## config.mk

```make
export PLATFORM = sky130hd
export DESIGN_NAME = alu_acc_sequencer
export DESIGN_NICKNAME = d
export VERILOG_FILES = /design/src/rtl/alu_acc_pkg.sv /design/src/rtl/ALU_nbit.sv /design/src/rtl/alu_acc_sequencer.sv
export SDC_FILE = /design/constraint.sdc
export NUM_CORES = 1
export LEC_CHECK = 0
export CORE_MARGIN = 2
export CORE_UTILIZATION = 30
export CTS_CLUSTER_DIAMETER = 100
export DETAILED_ROUTE_END_ITERATION = 8
export PLACE_DENSITY_LB_ADDON = 0.3
export SYNTH_ARGS = -nofsm -noshare
export SYNTH_HDL_FRONTEND = slang
export SYNTH_SLANG_ARGS = --single-unit
```

## constraint.sdc

```tcl
create_clock -name clk -period 3.5 [get_ports clk]
set_input_delay 0.35 -clock clk [delete_from_list [all_inputs] [get_ports clk]]
set_output_delay 0.35 -clock clk [all_outputs]
set_load 0.05 [all_outputs]
```

## src/rtl/alu_acc_pkg.sv

```systemverilog
// Shared constants for the accumulator sequencer: ALU mode encodings and FSM states.
package alu_acc_pkg;

  localparam logic [2:0] MODE_ADD = 3'b000;
  localparam logic [2:0] MODE_SUB = 3'b001;
  localparam logic [2:0] MODE_AND = 3'b010;
  localparam logic [2:0] MODE_OR  = 3'b011;
  localparam logic [2:0] MODE_XOR = 3'b100;
  localparam logic [2:0] MODE_NOT = 3'b101;
  localparam logic [2:0] MODE_INC = 3'b110;
  localparam logic [2:0] MODE_DEC = 3'b111;

  typedef enum logic [1:0] {
    ST_IDLE = 2'b00,
    ST_EXEC = 2'b01,
    ST_RESP = 2'b10
  } state_t;

  // Command fields other than the width-dependent operand.
  typedef struct packed {
    logic [2:0] mode;
    logic       load;
    logic       chain;
  } cmd_t;

endpackage

```

## src/rtl/ALU_nbit.sv

```systemverilog
// Combinational n-bit ALU: add/sub with carry-borrow in, logic ops, inc/dec.
module ALU_nbit
  import alu_acc_pkg::*;
#(
  parameter int n = 4
) (
  input  logic [n-1:0] A,
  input  logic [n-1:0] B,
  input  logic [2:0]   Mode,
  input  logic         CB_in,
  output logic [n-1:0] Result,
  output logic         CB_out
);

  logic [n:0] sum;
  logic [n:0] cin_ext;

  assign cin_ext = {{n{1'b0}}, CB_in};

  always_comb begin
    sum    = '0;
    Result = '0;
    CB_out = 1'b0;
    case (Mode)
      MODE_ADD: begin
        sum    = {1'b0, A} + {1'b0, B} + cin_ext;
        Result = sum[n-1:0];
        CB_out = sum[n];
      end
      MODE_SUB: begin
        // Top bit of the widened difference is the borrow.
        sum    = {1'b0, A} - {1'b0, B} - cin_ext;
        Result = sum[n-1:0];
        CB_out = sum[n];
      end
      MODE_AND: Result = A & B;
      MODE_OR:  Result = A | B;
      MODE_XOR: Result = A ^ B;
      MODE_NOT: Result = ~A;
      MODE_INC: begin
        sum    = {1'b0, A} + {{n{1'b0}}, 1'b1};
        Result = sum[n-1:0];
        CB_out = sum[n];
      end
      MODE_DEC: begin
        sum    = {1'b0, A} - {{n{1'b0}}, 1'b1};
        Result = sum[n-1:0];
        CB_out = sum[n];
      end
      default: Result = '0;
    endcase
  end

endmodule

```

## src/rtl/alu_acc_sequencer.sv

```systemverilog
// Valid/ready command front-end around ALU_nbit with accumulator and carry chaining.
// Optional zero flag output rsp_zero is built when ALU_ACC_ZFLAG_EN is defined.
module alu_acc_sequencer
  import alu_acc_pkg::*;
#(
  parameter int n = 4
) (
  input  logic         clk,
  input  logic         rst,
  input  logic         cmd_valid,
  output logic         cmd_ready,
  input  logic [2:0]   cmd_mode,
  input  logic [n-1:0] cmd_operand,
  input  logic         cmd_load,
  input  logic         cmd_chain,
  output logic         rsp_valid,
  input  logic         rsp_ready,
  output logic [n-1:0] rsp_result,
`ifdef ALU_ACC_ZFLAG_EN
  output logic         rsp_zero,
`endif
  output logic         rsp_cb
);

  state_t       state_q, state_d;
  cmd_t         cmd_q, cmd_d;
  logic [n-1:0] opnd_q, opnd_d;
  logic [n-1:0] acc_q, acc_d;
  logic         cbf_q, cbf_d;
  logic         rdy_q, rdy_d;
  logic         vld_q, vld_d;
`ifdef ALU_ACC_ZFLAG_EN
  logic         zero_q, zero_d;
`endif

  logic [n-1:0] alu_res;
  logic         alu_cb;

  ALU_nbit #(.n(n)) u_alu (
    .A      (acc_q),
    .B      (opnd_q),
    .Mode   (cmd_q.mode),
    .CB_in  (cmd_q.chain & cbf_q),
    .Result (alu_res),
    .CB_out (alu_cb)
  );

  always_comb begin
    state_d = state_q;
    cmd_d   = cmd_q;
    opnd_d  = opnd_q;
    acc_d   = acc_q;
    cbf_d   = cbf_q;
    case (state_q)
      ST_IDLE: begin
        if (cmd_valid && rdy_q) begin
          cmd_d   = '{mode: cmd_mode, load: cmd_load, chain: cmd_chain};
          opnd_d  = cmd_operand;
          state_d = ST_EXEC;
        end
      end
      ST_EXEC: begin
        if (cmd_q.load) begin
          acc_d = opnd_q;
          cbf_d = 1'b0;
        end else begin
          acc_d = alu_res;
          cbf_d = alu_cb;
        end
        state_d = ST_RESP;
      end
      ST_RESP: begin
        if (vld_q && rsp_ready) state_d = ST_IDLE;
      end
      default: state_d = ST_IDLE;
    endcase
    // Handshake outputs are registered copies of the next state.
    rdy_d = (state_d == ST_IDLE);
    vld_d = (state_d == ST_RESP);
`ifdef ALU_ACC_ZFLAG_EN
    zero_d = (acc_d == '0);
`endif
  end

  always_ff @(posedge clk or posedge rst) begin
    if (rst) begin
      state_q <= ST_IDLE;
      cmd_q   <= '0;
      opnd_q  <= '0;
      acc_q   <= '0;
      cbf_q   <= 1'b0;
      rdy_q   <= 1'b0;
      vld_q   <= 1'b0;
`ifdef ALU_ACC_ZFLAG_EN
      zero_q  <= 1'b1;
`endif
    end else begin
      state_q <= state_d;
      cmd_q   <= cmd_d;
      opnd_q  <= opnd_d;
      acc_q   <= acc_d;
      cbf_q   <= cbf_d;
      rdy_q   <= rdy_d;
      vld_q   <= vld_d;
`ifdef ALU_ACC_ZFLAG_EN
      zero_q  <= zero_d;
`endif
    end
  end

  assign cmd_ready  = rdy_q;
  assign rsp_valid  = vld_q;
  assign rsp_result = acc_q;
  assign rsp_cb     = cbf_q;
`ifdef ALU_ACC_ZFLAG_EN
  assign rsp_zero   = zero_q;
`endif

endmodule

```

## Yosys cells after proc, flatten, opt, wreduce, memory -nomap -nowiden

Cells that the tools add are included.

- Bits in latches: 0
- Bits in writable memories: 0
- Flip-flop bits (word level): 18
- Memories: 0
- Memory bits (read-only): 0
- Input port bits: 13
- Output and inout port bits: 7
- Word-level logic and storage cells: 43

- $lt $le $gt $ge: 0
- Reductions and logical operators: 6
- Divide/modulo/power cells: 0
- Bitwise gates (word level): 5
- Multiplexer cells: 7
- Add/subtract/negate cells: 6
- Multipliers: 0
- Shift-type cells: 0
- Equality and inequality tests: 10

Operators with widths:

| cell | count |
|---|---|
| 4-bit one-hot mux with 8 select lines | 1 |
| 3-bit equality test (second input constant) | 4 |
| 3-bit by 2-bit equality test with 1-bit output (second input constant) | 2 |
| 2-bit one-hot mux with 3 select lines | 1 |
| 4-bit by 1-bit adder with 5-bit output (second input constant) | 1 |
| 4-bit by 4-bit adder with 5-bit output | 1 |
| 5-bit by 1-bit adder with 5-bit output | 1 |
| 4-bit by 1-bit subtractor with 5-bit output (second input constant) | 1 |
| 4-bit by 4-bit subtractor with 5-bit output | 1 |
| 5-bit by 1-bit subtractor with 5-bit output | 1 |
| 4-bit AND | 1 |
| 2-bit equality test (second input constant) | 2 |
| 2-bit zero test | 2 |
| 2-bit two-way mux | 2 |
| 4-bit two-way mux | 1 |
| 4-bit NOT | 1 |
| 4-bit OR | 1 |
| 1-bit one-hot mux with 4 select lines | 1 |
| 4-bit bitwise XOR | 1 |
| 3-bit by 1-bit equality test with 1-bit output (second input constant) | 1 |
| 3-bit zero test | 1 |
| 2-bit by 1-bit equality test with 1-bit output (second input constant) | 1 |
| 1-bit logical AND | 2 |
| 2-bit AND reduction | 1 |
| 2 further kinds | 2 |

## Logic depth before layout (Yosys ltp)

- Depth after elaboration: 4
- Mapped depth: 10
- Depth with buffers taken out: 10

## Cells and area by module

From an unflattened synthesis, not the netlist that was laid out.

- Cell total of the unflattened synthesis: 157
- Area total of the unflattened synthesis: 1637.8 µm²

By module, submodules not included:

| module | instances | area an instance (µm²) | sequential area each (µm²) | cells an instance |
|---|---|---|---|---|
| ALU_nbit | 1 | 862.1 | 0.0 | 108 |
| alu_acc_sequencer | 1 | 775.7 | 450.4 | 49 |

## Least setup slack after synthesis

OpenSTA, ideal clock, no wires.

- Path kind: reg2reg
- Start: register acc_q[0] (netlist: rsp_result[0])
- End: register acc_q[2] (netlist: rsp_result[2])
- Data arrival time: 2.620 ns
- Clock period less this slack: 2.686 ns
- Library setup time: 0.066 ns
- Cell stages (with the launch flop): 9
- Setup slack: 0.814 ns
- Path through: dfrtp_1 > inv_1 > fa_1 > fa_1 > xor2_1 > nor2_1 > a211o_1 > a311oi_1 > a211o_1

- Cells in the longest elaborated chain, start to end: 4
- Elaborated cells on any way between the ends: 8

RTL lines:

| what | line | source |
|---|---|---|
| from (decl) | alu_acc_sequencer.sv:28 | `logic [n-1:0] acc_q, acc_d;` |
| from (signal assigned) | alu_acc_sequencer.sv:90 | `acc_q <= '0;` |
| from (signal assigned) | alu_acc_sequencer.sv:101 | `acc_q <= acc_d;` |
| 4-bit by 4-bit subtractor with 5-bit output or 4-bit by 4-bit adder with 5-bit output (tied branches) | ALU_nbit.sv:32, ALU_nbit.sv:26 |  |
| 5-bit by 1-bit subtractor with 5-bit output or 5-bit by 1-bit adder with 5-bit output (tied branches) | ALU_nbit.sv:32, ALU_nbit.sv:26 |  |
| 4-bit one-hot mux with 8 select lines * | ALU_nbit.sv:24 | `case (Mode)` |
| 4-bit two-way mux * | alu_acc_sequencer.sv:63 | `if (cmd_q.load) begin` |

Every way passes the cells marked *; elsewhere a longest branch is shown, timed or not.
A chain may end at the register's enable or synchronous reset.

## Worst setup path in the final report

- Start: register acc_q[0] (netlist: rsp_result[0])
- End: register acc_q[1] (netlist: rsp_result[1])

Same word-level chain as after synthesis.

==> flow_metrics.py <==
metrics = {
    "outcome": {
        "status": "completed",
    },
    "routing": {
        "first_pass_iters": 4,
        "viasPerCell": 4.90,
        "wl_per_cell_um": 13.7,
        "wl_mm": 3.47,
        "route.vias.total": 1240,
        "drt.antenna.violating_nets": 0,
        "drc": 0,
        "drtIter0Drc": 74,
    },
    "timing": {
        "worst_pin_slew_ns": 0.719,
        "maxSlewViolCount": 0,
        "relSlewSlack": 0.521,
        "final_hold_viol_count": 0,
        "finalCritPeriodShare": 0.715,
        "skew_ns": 0.00589,
        "finalWorstSetupSlack_ns": 0.997,
        "min_period_ns": 2.50,
        "setup-violations-final": 0,
        "setup_tns_ns": 0,
        "fmax_mhz": 400,
        "rsz0062_at_grt": "no",
    },
    "critical_path": {
        "crit_family": "adder cells",
        "cp_slowest_stage_delay_ns": 0.51,
        "crit_type": "reg -> reg",
        "worstRegToRegCells": 8,
        "path_cells": "inv_1, fa_1, fa_1, a21oi_1, a21oi_1, o22ai_1, a21oi_1, o221ai_1",
        "worstSetupStartpointType": "flip-flop",
        "crit_top_cell": "a21oi_1",
        "r2r_end": "rsp_result[1]",
        "arrival_ns": 2.61,
        "cp_num_buf_inv": 1,
        "critPathCaptureType": "flip-flop",
        "r2r_slack_ns": 1.0,
        "worstPathMaxFanout": 9,
        "r2r_start": "rsp_result[0]",
        "cp.required_ns": 3.61,
        "slowest_stage": "fa_1",
    },
    "global_route": {
        "grt_pass1_vias": 1189,
        "grt_pass1_wl_mm": 5.91,
        "grt-busiest-layer": "met1",
        "antenna_found_initial": 0,
        "grt_use_met3": 0.0147,
        "grtUsageMet2": 0.208,
        "use_met1": 0.209,
        "track_usage": 0.139,
        "grt_max_degree": 24,
        "gr-total-overflow": 0,
    },
    "logic_synthesis": {
        "seq_area_frac_synth": 0.300,
        "synth_top_area_frac": 0.300,
        "ys.warnings.count": 0,
        "yosys_register_bits": 18,
        "synth_top_cell_by_area": "dfrtp_1",
        "ys_types": 39,
        "syn_area_per_cell_um2": 8.85,
        "synth_async_sr_flop_share": 1.00,
        "syn-instance-count": 170,
        "syn_area_um2": 1500,
        "synth_edf_count": 0,
        "synth_area_leaders": "dfrtp_1 (30%), ha_1 (13%), nand2_1 (7.0%), fa_1 (5.3%), o21ai_0 (4.7%)",
        "synthFlopType": "dfrtp_1",
        "synth.net_count": 203,
    },
    "final_layout": {
        "syn2layout_area_growth_pct": 19.0,
        "layout-drive-gt1-share": 0.0699,
        "antenna_cells": 0,
        "mostFrequentLayoutCells": "nand2_1 (28), clkdlybuf4s50_1 (19), dfrtp_1 (18)",
        "final_cells": 253,
        "n_fill_cell": 495,
        "layout.cells.most_common": "nand2_1",
        "nets": 220,
    },
    "floorplanning": {
        "coreArea_um2": 4790,
        "floorplan.initialDensity": 0.314,
        "die_x_um": 74.8,
        "die-area_um2": 5600,
        "rows": 25,
        "pin_count": 20,
        "fp.dieH_um": 74.8,
    },
    "place": {
        "io_buffers": 19,
        "place_ws_ns": 0.998,
        "gp_congestion": 0.835,
        "dpl.cell_count": 249,
        "place_hpwl_mm": 2.64,
    },
    "cts": {
        "path_clk_slew_ns": 0.07,
        "htree_levels": 1,
        "cts_tree": "done",
        "numCtsBuffers": 3,
        "cts_resized": 0,
        "cts_setup_buffers": 0,
        "cts_hold_buf": 0,
        "clock_sinks": 18,
        "clk_path_buf_depth": 2,
        "cts_root_buffer": "clkbuf_8",
        "insertion_delay_ns": 0.26,
    },
    "worst_hold_path": {
        "hold_path.class": "in -> async",
    },
    "run": {
        "drv_cap": 0,
    },
    "power": {
        "p_per_area_nw_per_um2": 1030,
        "ir_worst_vdd_mv": 0.444,
        "leakagePower_nw": 0.760,
    },
}
Yosys cell counts, types with 2 or more instances:
cell      count
fa_1          4
nor3_1        2
buf_2         5
a211o_1       4
buf_4         2
dfrtp_1      18
xor2_1        3
xnor2_1       5
o21ai_0      14
inv_1        16
nor2b_1       4
a31oi_1       4
mux2_2        4
nand2b_1      3
nor2_1        7
nand2_1      28
a21oi_1       8
ha_1         16
o211ai_1      3
per-layer routing:
layer	vias to the layer above	wire, µm
met5	-	0
met4	0	54
met3	5	207
met2	43	1520
met1	578	1690
li1	614	-
worst register-to-register path, cell delays in order (launching register included):
cell	delay [ns]
dfrtp_1	0.50
inv_1	0.19
fa_1	0.49
fa_1	0.51
a21oi_1	0.08
a21oi_1	0.15
o22ai_1	0.09
a21oi_1	0.19
o221ai_1	0.15
report_power, final:
group / internal (W) / switching, W
clock network: 0.000100 / 0.0000739
registers: 0.000303 / 0.000211
logic: 0.000509 / 0.000653
total: 0.000912 / 0.000938
how the worst max path moves through the flow:
stage,start,endpoint,slack (ns),cells after the start
2_1_floorplan,rsp_result[0],rsp_result[2],0.81,8
3_3_place_gp,rsp_result[0],rsp_result[2],1.05,8
3_5_place_dp,rsp_result[0],rsp_result[2],1.0,8
4_1_cts,rsp_result[0],rsp_result[2],0.99,8
5_1_grt,rsp_result[0],rsp_result[2],0.81,8
6_report,rsp_result[0],rsp_result[1],1.0,8
kinds of logic (layout without fill, tap and decap cells):
group	count (synthesis)	in the layout	share of synthesized area
AO/OA/AOI/OAI	45	45	0.203
buffers and inverters	24	40	0.0740
multiplexers	4	4	0.0299
XOR/XNOR	8	8	0.0466
flip-flops	18	18	0.299
adder cells (fa/ha/maj)	20	20	0.186
AND/OR/NAND/NOR	51	51	0.161
flip-flops by register name, indices dropped and copies added (netlist names):
register / flops
cmd_q: 5
state_q: 2
cmd_ready: 1
rsp_cb: 1
opnd_q: 4
rsp_valid: 1
rsp_result: 4
cell type report:
type	instances	area, µm²	share of cell area
multi-input cells	128	942	0.527
flip-flops and latches	18	450	0.252
repair buffers	20	198	0.110
well taps	67	83.8	0.0469
inverters	16	60.1	0.0336
clock buffers	4	55.1	0.0308
metrics by stage:
stage	hold WS, ns	area (µm²)	power [W]	utilization
6_report	0.491	1790	0.00185	0.374
5_1_grt	0.570	1790	0.00203	0.374
4_1_cts	0.522	1790	0.00186	0.374
3_5_place_dp	0.522	1730	0.00167	0.362
3_3_place_gp	0.515	1730	0.00167	0.362
2_1_floorplan	0.289	1500	0.00141	-
Note: power is estimated with default switching activity, not from simulation.
